`src/rtl/cell_tt_checker_pkg.sv`:
```
// cell_chk_pkg: shared FSM state type and constants
// for the exhaustive standard-cell truth-table checker.
package cell_chk_pkg;

  localparam int N_IN_DEF = 4;
  localparam int NVEC = 2**N_IN_DEF;

  // OAI22: ZN = ~((A1|A2)&(B1|B2)), A1 = vector MSB
  localparam logic [NVEC-1:0] OAI22_TT = 16'h111F;

  typedef enum logic [1:0] {
    IDLE,
    WAIT,
    SAMPLE,
    DONE
  } state_t;

endpackage

```
`src/rtl/cell_tt_checker_vecgen.sv`:
```
// cell_chk_vecgen: run FSM, vector index and settle
// counter; emits accept/sample strobes to the top.
module cell_chk_vecgen
  import cell_chk_pkg::*;
#(
  parameter int N_IN   = N_IN_DEF,
  parameter int SETTLE = 2
) (
  input  logic            clk,
  input  logic            rst_n,
  input  logic            start,
  output logic            accept,
  output logic            sample,
  output logic            last,
  output logic            busy,
  output logic [N_IN-1:0] idx
);
  localparam int WW = $clog2(SETTLE + 2);
  localparam logic [WW-1:0] WSET = WW'(SETTLE);
  // zero settle skips WAIT: one vector per cycle
  localparam state_t NXT =
    (SETTLE > 0) ? WAIT : SAMPLE;

  state_t        st;
  logic [WW-1:0] wcnt;

  assign accept = start &&
    (st == IDLE || st == DONE);
  assign sample = (st == SAMPLE);
  assign last   = &idx;

  always_ff @(posedge clk or negedge rst_n) begin
    if (!rst_n) begin
      st   <= IDLE;
      idx  <= '0;
      wcnt <= '0;
      busy <= 1'b0;
    end else begin
      unique case (st)
        IDLE, DONE: begin
          if (start) begin
            idx  <= '0;
            wcnt <= WSET;
            busy <= 1'b1;
            st   <= NXT;
          end
        end
        WAIT: begin
          wcnt <= wcnt - WW'(1);
          if (wcnt == WW'(1)) st <= SAMPLE;
        end
        SAMPLE: begin
          if (last) begin
            busy <= 1'b0;
            st   <= DONE;
          end else begin
            idx  <= idx + N_IN'(1);
            wcnt <= WSET;
            st   <= NXT;
          end
        end
        default: st <= IDLE;
      endcase
    end
  end

endmodule

```
`config.mk`:
```
export PLATFORM = sky130hd
export DESIGN_NAME = cell_chk_vecgen
export DESIGN_NICKNAME = d
export VERILOG_FILES = /design/src/rtl/cell_tt_checker_pkg.sv /design/src/rtl/cell_tt_checker_vecgen.sv
export SDC_FILE = /design/constraint.sdc
export NUM_CORES = 1
export LEC_CHECK = 0
export CORE_AREA = 2 2 47 49
export CTS_CLUSTER_DIAMETER = 30
export DETAILED_ROUTE_END_ITERATION = 6
export DIE_AREA = 0 0 49 51
export PLACE_DENSITY_LB_ADDON = 0.25
export SLEW_MARGIN = 10
export SYNTH_ARGS = -nofsm -noshare
export SYNTH_HDL_FRONTEND = slang
export SYNTH_SLANG_ARGS = --single-unit
```
`constraint.sdc`:
```
create_clock -name clk -period 2.35 [get_ports clk]
set_input_delay 0.47 -clock clk [delete_from_list [all_inputs] [get_ports clk]]
set_output_delay 0.47 -clock clk [all_outputs]
set_load 0.01 [all_outputs]
```
Word level (Yosys, flattened, before mapping)
Cells that the tools add are included.
W data, S select, Z words.
{ "word_totals": {"n_memories": 0, "out_inout_bits": 8, "mem_bits_ro": 0, "latchBits": 0, "mem_bits_rw": 0, "inputBits": 3, "reg_bits": 9} }
{ "classes": {"n_mux": 13, "eq_ne": 8, "bitwise_logic": 0, "add_sub_neg": 2, "order_cmp": 0, "shift": 0, "div_mod_pow": 0, "n_reduce_logical": 10, "n_mul": 0} }
{ "ops": {"columns": ["operator", "count"], "rows": [
  ["$pmux W2 S3", 2],
  ["$mux W2", 5],
  ["$mux W4", 2],
  ["$pmux W4 S2", 1],
  ["$ne A2 B2 Y1 const B", 3],
  ["$reduce_and A3 Y1", 2],
  ["$add A4 B1 Y4 const B", 1],
  ["$eq A2 B1 Y1 const B", 2],
  ["$eq A2 B2 Y1 const B", 2],
  ["$reduce_and A2 Y1", 2],
  ["$reduce_and A4 Y1", 1],
  ["$logic_not A2 Y1", 1],
  ["$mux W1", 2],
  ["$ne A2 B1 Y1 const B", 1],
  ["$pmux W1 S2", 1],
  ["$reduce_bool A2 Y1", 1],
  ["$reduce_or A2 Y1", 1],
  ["$sub A2 B1 Y2 const B", 1],
  ["$logic_and A1 B1 Y1", 1],
  ["$logic_or A1 B1 Y1", 1]
]} }

Depth between registers and ports, before layout
Gate-level depths: netlist of run 1.
{ "depth": {"depth_word": 4, "ltp_mapped": 6, "depth_no_buf": 5} }

Worst setup path before layout of run 1
Ideal clock, no wire load.
{ "synth_timing": {"kind": "reg-to-output", "startpoint": "register st[0]", "endpoint": "output accept", "arrival_ps": 1002, "path_buffers": 0, "path_slack_ps": 878, "path_stages_with_launch": 5, "path_cell_list": "dfrtp_1 -> inv_1 -> ha_1 -> nand2_1 -> inv_1"} }
{ "synth_via": {"elab_chain_cells": 3, "elab_cells_between_ends": 4, "cone_classes": "eq/ne: 1; reduce/logical: 3"} }
{ "synth_rtl": {"columns": ["item", "line", "text"], "rows": [
  ["from (decl)", "cell_tt_checker_vecgen.sv:24", "state_t st;"],
  ["from (signal assigned)", "cell_tt_checker_vecgen.sv:34", "st <= IDLE;"],
  ["from (signal assigned)", "cell_tt_checker_vecgen.sv:45", "st <= NXT;"],
  ["from (signal assigned)", "cell_tt_checker_vecgen.sv:50", "if (wcnt == WW'(1)) st <= SAMPLE;"],
  ["$eq A2 B2 Y1 / $logic_not A2 Y1 (equally long branches)", "cell_tt_checker_vecgen.sv:28", "(st == IDLE || st == DONE);"],
  ["$logic_or A1 B1 Y1 (*)", "cell_tt_checker_vecgen.sv:28", null],
  ["$logic_and A1 B1 Y1 (*)", "cell_tt_checker_vecgen.sv:27", "assign accept = start &&"],
  ["to (decl)", "cell_tt_checker_vecgen.sv:12", "output logic accept,"]
]} }
Every way passes the cells marked *; elsewhere a longest branch is shown, timed or not.

Final worst setup path of run 1
{ "layout_timing": {"startpoint": "register idx[0]", "endpoint": "output last"} }
{ "layout_via": {"elab_chain_cells": 1} }
{ "layout_rtl": {"columns": ["item", "line", "text"], "rows": [
  ["from (decl)", "cell_tt_checker_vecgen.sv:16", "output logic [N_IN-1:0] idx"],
  ["from (signal assigned)", "cell_tt_checker_vecgen.sv:57", "idx <= idx + N_IN'(1);"],
  ["$reduce_and A4 Y1", "cell_tt_checker_vecgen.sv:30", "assign last = &idx;"],
  ["to (decl)", "cell_tt_checker_vecgen.sv:14", "output logic last,"]
]} }
Every way passes these cells.

==> results of run 1 <==
==> state kept, by name, indices dropped and copies added (netlist names) <==
name / cells
idx: 4
st: 2
wcnt: 2
busy: 1
==> power by group through the flow <==
stage / Combinational, mW / Clock (mW) / Sequential (mW)
6_report: 0.370 / 0.116 / 0.223
5_1_grt: 0.423 / 0.132 / 0.230
4_1_cts: 0.377 / 0.124 / 0.221
3_5_place_dp: 0.375 / 0 / 0.225
3_3_place_gp: 0.365 / 0 / 0.222
2_1_floorplan: 0.268 / 0 / 0.220
==> cells in the final DEF (no fill, tap or decap), types with 3 or more instances in the layout <==
master / instances
ha_1: 5
clkbuf_4: 3
mux2i_1: 3
o21ai_0: 3
nand2_1: 5
a21oi_1: 4
dfrtp_1: 7
nand3_1: 5
clkdlybuf4s50_1: 10
inv_1: 6
==> worst min-delay path by stage <==
stage,to,slack (ps)
after floorplan,busy,170
after global placement,st[1],520
after detailed placement,st[1],510
after CTS,idx[3],520
after global routing,wcnt[1],540
final,idx[3],510
==> final cells by class <==
type / count / share of cell area, %
sequential: 9 / 30.8
clock buffer: 4 / 3.56
multi-input combinational: 43 / 42.2
timing repair buffer: 12 / 15.6
inverter: 6 / 3.05
tap: 28 / 4.75
==> metrics by stage <==
stage | worst slack (ps) | hold slack [ps] | utilization (%)
floorplan | 878 | 174 | -
global placement | 179 | 515 | 34.4
detailed placement | 171 | 507 | 34.4
CTS | 105 | 521 | 35.7
global route | 34.5 | 540 | 35.8
finish | 166 | 508 | 35.8
==> logic make-up (layout without fill, tap and decap cells) <==
family,Yosys count,in the layout
AOI/OAI and AO/OA,10,10
adders and majority gates,5,5
buffers and inverters,7,22
DFF,9,9
muxes,4,4
and+or+nand+nor,24,24
==> layer usage <==
metal,track usage [%],vias up,share of wire [%],wire [µm]
met5,0,-,0,0
met4,2.86,0,0.85,9
met3,5.56,2,5.0,53
met2,15.8,7,44,459
met1,13.5,206,50,532
li1,-,243,-,-
==> results.md, run 1 <==
- Sorting the synthesized cells by area gives the leading types as dfrtp_1, ha_1, mux2i_1, nand3_1, inv_1.
- Dividing the detail-routed wire length by the instance count gives slightly above 10 µm.
- dfrtp_1 is the most common cell in the netlist.
- The post-detailed-routing wire length is 1060 µm.
- The area fraction in compound gates after synthesis is 10.5%.
- The floorplan step set the die width to 49 µm.
- The synthesized netlist contains 23 unique library cells.
- The finished cells cover 738 µm².
- The overall power of the completed layout is between 0.7 and 0.8 mW.
- The number of H-tree levels is 1.
- The number of endpoints with negative hold slack in the final report is 0.
- In this run, synthesis produced a sequential element count of 9.
- For the worst setup path, the data arrival time is 1710 ps.
- The post-synthesis area per instance is approximately 9.7 µm².
- The first global-routing pass estimated around 2000 µm of wire.
- The number of primary I/O pins is 11.
- VDD sags by at most approximately 0.5 mV.
- The initialized floorplan defines 17 standard-cell rows.
- Among all flip-flop cells after synthesis, the most frequent one is dfrtp_1.
- The number of antenna diodes is 0.
- The number of resized instances in the post-cts repair step is 0.
- The final total negative setup slack is 0 ps.
- The worst stage delay on the critical path is between 500 and 600 ps.
- The die covers ~0.0025 mm².
- For this design, the slowest cell found on the critical path is clkdlybuf4s50_1.
- The final count of pins violating max slew is 0.
- The power per cell area is around 960 mW/mm².
- The worst register-to-register path has a depth of 6.
- Summing the sequential cell areas from Yosys gives between 30% and 40% of the chip area.
- The net count after synthesis is 67.
- The placed instance count is around 100.
- The classification of the worst setup path is flop to output pin.
- For the worst-skew pair, the clock arrives at the later sink with an insertion delay of 260 ps.
- The clock drives 9 sinks.
- The worst reg-to-reg setup slack is about 850 ps.
- The headroom to the max-slew limit is 72.7%.
- The critical path endpoint category is an output pin.
- Ranked by instance count, the synthesized netlist is headed by dfrtp_1, inv_1, ha_1, nand2_1, nand3_1.
- The part of the total power dissipated in sequential elements is around a third.
- In this run the static leakage power is around 0.34 nW.
- Fill cells in the final layout number between 200 and 250.
- After technology mapping, the gate count stands at about 60.
- In this run the worst path has a maximum fanout of 7.
- The fraction of synthesized cell area in xor and xnor cells is 0%.
- After detailed placement, the total cell area comes to just over 700 µm².
- The Yosys warning count is 0.
- The worst path needs ~2200 ps of the cycle, external delays included.
- The remaining antenna violation count after routing is 0.
- The internal power is between 0.4 and 0.5 mW.
- The total half-perimeter wirelength after legalization and detailed placement is between 800 and 900 µm.
- The number of cells on the critical path is 4.
- The detailed router finished its first iteration with 3 violations.
- The worst register-to-register path ends at wcnt[0].
- From bottom edge to top edge, the die measures roughly 50 µm.
- Summing every instance area after synthesis gives around 570 µm².
- For the final database, setup skew stands at approximately 4.5 ps.
- Global routing used a little over a tenth of the available tracks across all layers.
- The core region is 0.00206 mm².
- The category of cells accounting for the largest share of critical-path delay is buffers and inverters.
- Of the available clock period, the critical path in the final layout requires 92.9%.
- The async set-reset flop share out of synthesis is 100%.
- The cts-stage hold buffer count is 0.
- The number of max-capacitance violations reported is 0.
- The clock tree from TritonCTS is done.
- Walking the worst path, the cells encountered are ha_1 -> nand3_1 -> inv_1 -> clkdlybuf4s50_1.
- For this run, the post-layout net count is slightly above 80.
- Entering global routing, the biggest net connects 12 pins.
- After Yosys synthesis, and, or, nand and nor cells account for about a quarter of the synthesized area.
- Of the cells placed in the final design, the portion with a size suffix greater than 1 is between 10 and 15%.
- The buffering stage count on the worst path with inverters included is 2.
- The largest family of logic cells by synthesized area is simple AND/OR/NAND/NOR gates.
- The vias per cell is 4.49.
- The run finished with clean final reports.
- The combinational fraction of design power is a little over half.
- The capture point of the worst path is last.
- Summed over its instances, the top area cell type makes up about two fifths of the synthesized netlist area.
- After detailed routing, the number of remaining DRC violations is 0.
- Setup repair after global routing left no endpoint under its margin.
- At the end of routability-driven placement, the weighted congestion stood at about 0.7.
- The count of buffers from port buffering is 10.
- The total net switching power is 0.273 mW.
- The clock-pin slew of the registers on the worst-case setup and hold paths is about 60 ps.
- The number of synthesized flops with an enable pin is 0.
- The critical path startpoint is idx[0].
- For this run, the top clock speed supported by timing is 458 MHz.
- In the synthesized netlist, mux cells make up under 10% of the area.
- The footprint of the flip-flops and latches is approximately 230 µm².
- The buffers inserted during post-CTS setup optimization is 0.
- The largest total area in the synthesized netlist belongs to dfrtp_1.
- The number of buffers on the longest clock path is 2.
- For this run the aggregate overflow at the end of global routing stands at 0.
- Once layout is complete, the cells apart from fillers number between 100 and 150.
- The final count of negative-setup-slack endpoints is 0.
- The measured slew at the worst slew-check pin is 409 ps.
- The share of synthesized cell area in full adder, half adder and majority cells is a little over a tenth.
- Relative to the synthesized area, the layout overhead comes to 29.4%.
- For this block, the via count after detailed routing is about 460.
- The starting density of the core is between 20% and 30%.
- The number of buffers inserted during clock tree synthesis is 3.
- The clock network accounts for between 15 and 20% of the total power.
- STA classifies the critical path startpoint as a flop.
- The area used by multi-input combinational logic is a little over 300 µm².
- The path class of the tightest hold or removal check is primary input to async pin.
- STA puts the critical path data required time at ~1900 ps.
- The number of global-route vias before repair is 435.
- In this run the clock root is driven by a clkbuf_4.
- The first detailed-routing pass ran for 3 iterations.
- The switching power share of the total is roughly two fifths.
- The beginning of the worst register-to-register path is st[0].
- The number of antenna violations at the first check in global routing was 0.
Power figures use the tool's default switching activity.
==> run 2, diff against run 1 <==
--- a/config.mk
+++ b/config.mk
@@ -5,10 +5,10 @@
 export SDC_FILE = /design/constraint.sdc
 export NUM_CORES = 1
 export LEC_CHECK = 0
-export CORE_AREA = 2 2 47 49
+export CORE_AREA = 3 3 48 50
 export CTS_CLUSTER_DIAMETER = 30
 export DETAILED_ROUTE_END_ITERATION = 6
-export DIE_AREA = 0 0 49 51
+export DIE_AREA = 0 0 51 53
 export PLACE_DENSITY_LB_ADDON = 0.25
 export SLEW_MARGIN = 10
 export SYNTH_ARGS = -nofsm -noshare
==> results.md, run 2 (synthesis gave the netlist of run 1 again) <==
- The clock tree from TritonCTS is done (unchanged).
- The worst reg-to-reg setup slack is 840 ps (was 850 ps).
- The count of clock tree sinks came to 9 (unchanged).
- The count of buffers from port buffering is 10 (unchanged).
- The number of antenna violations at the first check in global routing is 0 (unchanged).
- The number of H-tree levels is 1 (unchanged).
- The final standard cell area without fillers is 738 µm² (unchanged).
- The number of antenna diodes was 0 (unchanged).
- The proportion of power drawn by the clock network is 17.0% (was 16.4%).
- Largest registers: idx (4), st (2), wcnt (2) (unchanged).
- The overall power of the completed layout is 0.713 mW (was 0.709 mW).
- Critical Path, Cell by Cell: ha_2 -> nand3_1 -> inv_1 -> clkdlybuf4s50_1 (was ha_1 -> nand3_1 -> inv_1 -> clkdlybuf4s50_1).
- The footprint of the flip-flops and latches was 226 µm² (was 228 µm²).
- The post-route clock period utilization is 95.0% (was 92.9%).
- The cell with the largest stage delay on the worst path is clkdlybuf4s50_1 (unchanged).
- The switching power share of the total is 38.9% (was 38.5%).
- The measured slew at the worst slew-check pin is 447 ps (was 409 ps).
- The arrival time of the worst setup path is 1760 ps (was 1710 ps).
- The power per cell area is 966 mW/mm² (was 961 mW/mm²).
- The internal power was 0.436 mW (about the same).
- The most common cell after layout, fill and taps aside was clkdlybuf4s50_1 (unchanged).
- The post-detailed-routing wire length is 1140 µm (was 1060 µm).
- The number of buffers inserted during clock tree synthesis is 3 (unchanged).
- The peak supply drop is 0.637 mV (was 0.498 mV).
- The starting density of the core is 29.4% (was 27.7%).
- The routed via count is 464 (was 458).
- The area used by multi-input combinational logic is 314 µm² (was 312 µm²).
- The first-iteration detailed-routing DRC count is 7 (was 3).
- The final count of negative-setup-slack endpoints is 0 (unchanged).
- The number of endpoints with negative hold slack in the final report is 0 (unchanged).
- The number of primary I/O pins is 11 (unchanged).
- The layout overhead on the synthesized area was 29.4% (unchanged).
- The vertical extent of the die was 53 µm (was 51 µm).
- The static leakage is 0.339 nW (was 0.340 nW).
- The final weighted congestion in routability-driven placement is 0.742 (was 0.699).
- The clock network latency to the later pin of the worst-skew pair is 260 ps (about the same).
- The final count of pins violating max slew is 0 (unchanged).
- The clock-pin slew of the registers on the worst-case setup and hold paths is 60 ps (about the same).
- The remaining antenna violation count after routing is 0 (unchanged).
- The number of global-route vias before repair came to 455 (was 435).
- The vias per cell came to 4.59 (was 4.49).
- The total net switching power came to 0.277 mW (was 0.273 mW).
- The fraction of final layout cells sized beyond drive strength 1 was 14.9% (unchanged).
- The placed instance area came to 708 µm² (was 709 µm²).
- The beginning of the worst register-to-register path was st[0] (unchanged).
- The root buffer selected by CTS is clkbuf_4 (unchanged).
- The number of buffers on the longest clock path is 2 (unchanged).
- The time the final worst path needs with I/O delays and setup came to 2230 ps (was 2180 ps).
- Status: complete, no violations (unchanged).
- The number of max-capacitance violations reported is 0 (unchanged).
- The worst-case reg-to-reg path depth is 6 (unchanged).
- The classification of the worst setup path was flop to output pin (unchanged).
- The part of the total power dissipated in sequential elements is 31.1% (was 31.4%).
- The die footprint came to 0.00270 mm² (was 0.00250 mm²).
- The final total negative setup slack is 0 ps (unchanged).
- The site row count is 16 (was 17).
- Setup repair after global routing missed its margin: no (unchanged).
- The headroom to the max-slew limit is 70.1% (was 72.7%).
- The global-route usage over all layers is 10.1% (was 10.6%).
- The critical path endpoint category is an output pin (unchanged).
- The classification of the worst-slack hold path is primary input to async pin (unchanged).
- The mean routed wirelength per cell was 11.3 µm (was 10.3 µm).
- The number of flip-flops in the largest register is 4 (unchanged).
- The worst stage delay on the critical path is 540 ps (about the same).
- The buffers inserted during post-CTS setup optimization is 0 (unchanged).
- The maximum operating frequency is 448 MHz (was 458 MHz).
- The total congestion overflow came to 0 (unchanged).
- The maximum fanout count along the critical path was 6 (was 7).
- The residual DRC count is 0 (unchanged).
- The maximum number of pins on one net before global-route repair is 12 (unchanged).
- The combinational fraction of design power came to 51.9% (was 52.2%).
- The count of nets after finishing is 83 (unchanged).
- The number of fillers in the final layout came to 202 (was 215).
- The nature of the critical path startpoint is a flop (unchanged).
- The die outline width is 51 µm (was 49 µm).
- The length of the first detailed-routing pass in iterations is 3 (unchanged).
- The endpoint required time on the critical path is 1880 ps (about the same).
- The register name with the most flops is idx (unchanged).
- Top library cells by usage in the layout, fill and taps aside: clkdlybuf4s50_1, dfrtp_1, inv_1 (unchanged).
- The area of the core is 0.00194 mm² (was 0.00206 mm²).
- The largest clock skew in the final design is 3.01 ps (was 4.50 ps).
- The endpoint of the worst register-to-register path was wcnt[0] (unchanged).
- The wire length of the first global-routing pass is 1950 µm (was 1990 µm).
- The total half-perimeter wirelength after legalization and detailed placement came to 858 µm (was 848 µm).
## run 2: cell counts in the layout (fill, tap and decap cells not counted)
Identical to the previous run, type by type.
## run 2: worst max-delay path, delay by kind of cell, from the launching register on
kind | cells | cell delay (ps)
fa+ha+maj | 1 | 250
buf+inv | 2 | 670
flops | 1 | 440
simple gates | 1 | 140
## run 2: worst max path at each step
stage	cells after the start	to	start	slack [ps]
3_3_place_gp	4	accept	start	200
2_1_floorplan	4	accept	st[0]	880
5_1_grt	4	last	idx[1]	20
4_1_cts	4	last	idx[0]	80
3_5_place_dp	4	accept	start	180
6_report	4	last	idx[1]	120
## run 2: power by group through the flow
stage | Clock, mW | Combinational, mW | Sequential, mW
CTS | 0.126 | 0.377 | 0.222
global route | 0.135 | 0.419 | 0.229
detailed placement | 0 | 0.375 | 0.226
floorplan | 0 | 0.268 | 0.220
global placement | 0 | 0.364 | 0.223
finish | 0.121 | 0.370 | 0.222
## run 2: area by class of cell
type / count / area share, %
repair buffers: 12 / 15.6
flip-flops and latches: 9 / 30.7
inverters: 6 / 3.05
multi-input cells: 43 / 42.5
clock buffers: 4 / 3.56
well taps: 27 / 4.58
## run 2: stage by stage
step	instances	setup slack [ps]	hold WS, ps	utilization (%)
floorplan	59	878	174	-
global placement	97	205	506	36.5
detailed placement	97	185	517	36.5
CTS	101	78.4	532	37.8
global route	101	17.4	542	38.0
finish	101	117	520	38.0
## run 2: what timing repair did
action,in CTS,in global routing
endpoints found under the setup margin,0,1
hold buffers,0,0
resized for setup,0,2
## run 2: layer usage
metal | track usage, % | up-vias | wire, µm
li1 | - | 240 | -
met1 | 12.0 | 212 | 515
met2 | 15.5 | 8 | 551
met3 | 1.69 | 4 | 36
met4 | 9.42 | 0 | 35
met5 | 0 | - | 0
==> run 3, diff against run 2 <==
--- a/config.mk
+++ b/config.mk
@@ -5,6 +5,7 @@
 export SDC_FILE = /design/constraint.sdc
 export NUM_CORES = 1
 export LEC_CHECK = 0
+export CAP_MARGIN = 20
 export CORE_AREA = 3 3 48 50
 export CTS_CLUSTER_DIAMETER = 30
 export DETAILED_ROUTE_END_ITERATION = 6
==> constraint.sdc (replaced) <==
create_clock -name clk -period 2 [get_ports clk]
set_input_delay 0.4 -clock clk [delete_from_list [all_inputs] [get_ports clk]]
set_output_delay 0.4 -clock clk [all_outputs]
set_load 0.01 [all_outputs]
==> results.md, run 3 (synthesis gave the netlist of run 1 again) <==
- The site row count is 16 (unchanged).
- The layout overhead on the synthesized area is 37.5% (was 29.4%).
- The remaining antenna violation count after routing is 0 (unchanged).
- Status: complete, no violations (unchanged).
- The length of the first detailed-routing pass in iterations is 4 (was 3).
- The part of the total power dissipated in sequential elements is 28.9% (was 31.1%).
- The die footprint came to 0.00270 mm² (unchanged).
- The post-route worst setup slack is 163 ps (was 117 ps).
- The number of buffers on the longest clock path is 2 (unchanged).
- The cell with the largest stage delay on the worst path is clkdlybuf4s50_1 (unchanged).
- The number of buffers inserted during clock tree synthesis is 3 (unchanged).
- Largest registers: idx (4), st (2), wcnt (2) (unchanged).
- The peak supply drop came to 0.633 mV (was 0.637 mV).
- The number of max-capacitance violations reported was 0 (unchanged).
- The final weighted congestion in routability-driven placement is 0.730 (was 0.742).
- The clock network latency to the later pin of the worst-skew pair is 270 ps (was 260 ps).
- The final count of negative-setup-slack endpoints is 0 (unchanged).
- Setup repair after global routing missed its margin: no (unchanged).
- The post-detailed-routing wire length is 1190 µm (was 1140 µm).
- The final cell utilization of the core is 40.4% (was 38.0%).
- The endpoint required time on the critical path is 1600 ps (was 1880 ps).
- For the finished layout, the period the worst path requires is around 1800 ps.
- The routing usage on met3 was 1.97% (was 1.69%).
- The internal power is 0.533 mW (was 0.436 mW).
- Derived from the worst setup path, the maximum achievable clock frequency is ~540 MHz.
- The starting density of the core is 29.4% (unchanged).
- The nature of the critical path startpoint is a flop (unchanged).
- The arrival time of the worst setup path came to 1440 ps (was 1760 ps).
- The power per cell area is 1110 mW/mm² (was 966 mW/mm²).
- The static leakage is 0.379 nW (was 0.339 nW).
- The register name with the most flops is idx (unchanged).
- The total net switching power is 0.335 mW (was 0.277 mW).
- The cts-stage hold buffer count was 0 (unchanged).
- The overall power of the completed layout is 0.868 mW (was 0.713 mW).
- The final instance count without filler cells is 107 (was 101).
- The worst stage delay on the critical path came to 540 ps (about the same).
- The most common cell after layout, fill and taps aside was dfrtp_1 (was clkdlybuf4s50_1).
- The vertical extent of the die is 53 µm (unchanged).
- The die outline width came to 51 µm (unchanged).
- The number of primary I/O pins is 11 (unchanged).
- The number of antenna diodes is 0 (unchanged).
- The root buffer selected by CTS is clkbuf_4 (unchanged).
- The total half-perimeter wirelength after legalization and detailed placement is 896 µm (was 858 µm).
- The routed via count is 496 (was 464).
- The fraction of final layout cells sized beyond drive strength 1 was 21.3% (was 14.9%).
- Top library cells by usage in the layout, fill and taps aside: dfrtp_1, clkdlybuf4s50_1, buf_4 (was clkdlybuf4s50_1, dfrtp_1, inv_1).
- The buffering stage count on the worst path with inverters included is 2 (unchanged).
- The count of buffers from port buffering is 10 (unchanged).
- The pre-CTS setup slack came to 86.3 ps (was 185 ps).
- The placed instance count came to 102 (was 97).
- The count of nets after finishing came to 89 (was 83).
- Critical Path, Cell by Cell: inv_1 -> ha_1 -> clkdlybuf4s50_1 (was ha_2 -> nand3_1 -> inv_1 -> clkdlybuf4s50_1).
- The met1 usage is 13.6% (was 12.0%).
- The number of flip-flops in the largest register is 4 (unchanged).
- The most crowded layer after global routing is met2 (unchanged).
- The residual DRC count is 0 (unchanged).
- The final standard cell area without fillers is 785 µm² (was 738 µm²).
- The area of the core is 0.00194 mm² (unchanged).
- The final total negative setup slack is 0 ps (unchanged).
- The combinational fraction of design power is 54.0% (was 51.9%).
- The placed instance area is 746 µm² (was 708 µm²).
- The critical path endpoint category was an output pin (unchanged).
- The category of cells accounting for the largest share of critical-path delay is buffers and inverters (unchanged).
- The global-route met2 utilization is 14.8% (was 15.5%).
- The global-route usage over all layers is 10.4% (was 10.1%).
- The final count of pins violating max slew is 0 (unchanged).
- The first-iteration detailed-routing DRC count came to 10 (was 7).
- The count of clock tree sinks came to 9 (unchanged).
- The classification of the worst-slack hold path is primary input to async pin (unchanged).
- The headroom to the max-slew limit is 68.0% (was 70.1%).
- The total congestion overflow is 0 (unchanged).
- The measured slew at the worst slew-check pin was 478 ps (was 447 ps).
- The mean routed wirelength per cell came to 11.1 µm (was 11.3 µm).
- The number of H-tree levels came to 1 (unchanged).
- The wire length of the first global-routing pass came to 2040 µm (was 1950 µm).
- The proportion of power drawn by the clock network is 17.1% (was 17.0%).
- Dividing the final minimum period by the clock period gives roughly nine tenths.
- The switching power share of the total came to 38.6% (was 38.9%).
- The maximum fanout count along the critical path is 2 (was 6).
- The worst hold slack is 455 ps (was 520 ps).
- The clock-pin slew of the registers on the worst-case setup and hold paths is 70 ps (was 60 ps).
- The number of global-route vias before repair is 466 (was 455).
- The clock tree from TritonCTS is done (unchanged).
- The number of endpoints with negative hold slack in the final report was 0 (unchanged).
- The largest clock skew in the final design came to 4.53 ps (was 3.01 ps).
- The vias per cell came to 4.64 (was 4.59).
- The maximum number of pins on one net before global-route repair is 12 (unchanged).
- The number of antenna violations at the first check in global routing is 0 (unchanged).
- The classification of the worst setup path is flop to output pin (unchanged).
## run 3: final timing paths
kind | startpoint | to | slack [ps] | cells after the start
setup / recovery | st[0] | sample | 160 | 3
hold / removal | rst_n | idx[3] | 460 | 1
setup reg to reg | st[0] | wcnt[0] | 530 | 6
hold reg to reg | st[1] | st[1] | 530 | 1
max in group asynchronous | rst_n | st[0] | 1220 | 1
min in group clk | st[1] | st[1] | 530 | 1
## run 3: power by group through the flow
stage	logic [mW]	clock network [mW]	registers, mW
6_report	0.469	0.148	0.251
5_1_grt	0.524	0.158	0.258
4_1_cts	0.474	0.153	0.250
3_5_place_dp	0.461	0	0.258
3_3_place_gp	0.457	0	0.256
2_1_floorplan	0.314	0	0.259
## run 3: timing repair
| item | in CTS | in global routing |
|---|---|---|
| buffers inserted | 1 | 0 |
| setup endpoints to repair | 2 | 0 |
| resized for setup | 4 | 0 |
## run 3: area by class of cell
class / count / area [µm²]
clock buffers: 4 / 26.3
fillers: 199 / 1160
inverters: 6 / 22.5
multi-input cells: 43 / 319
flip-flops and latches: 9 / 225
well taps: 27 / 33.8
repair buffers: 18 / 158
## run 3: layer usage
layer	up-vias	routed length, µm
met3	4	59
li1	252	-
met5	-	0
met2	14	545
met4	0	21
met1	226	564
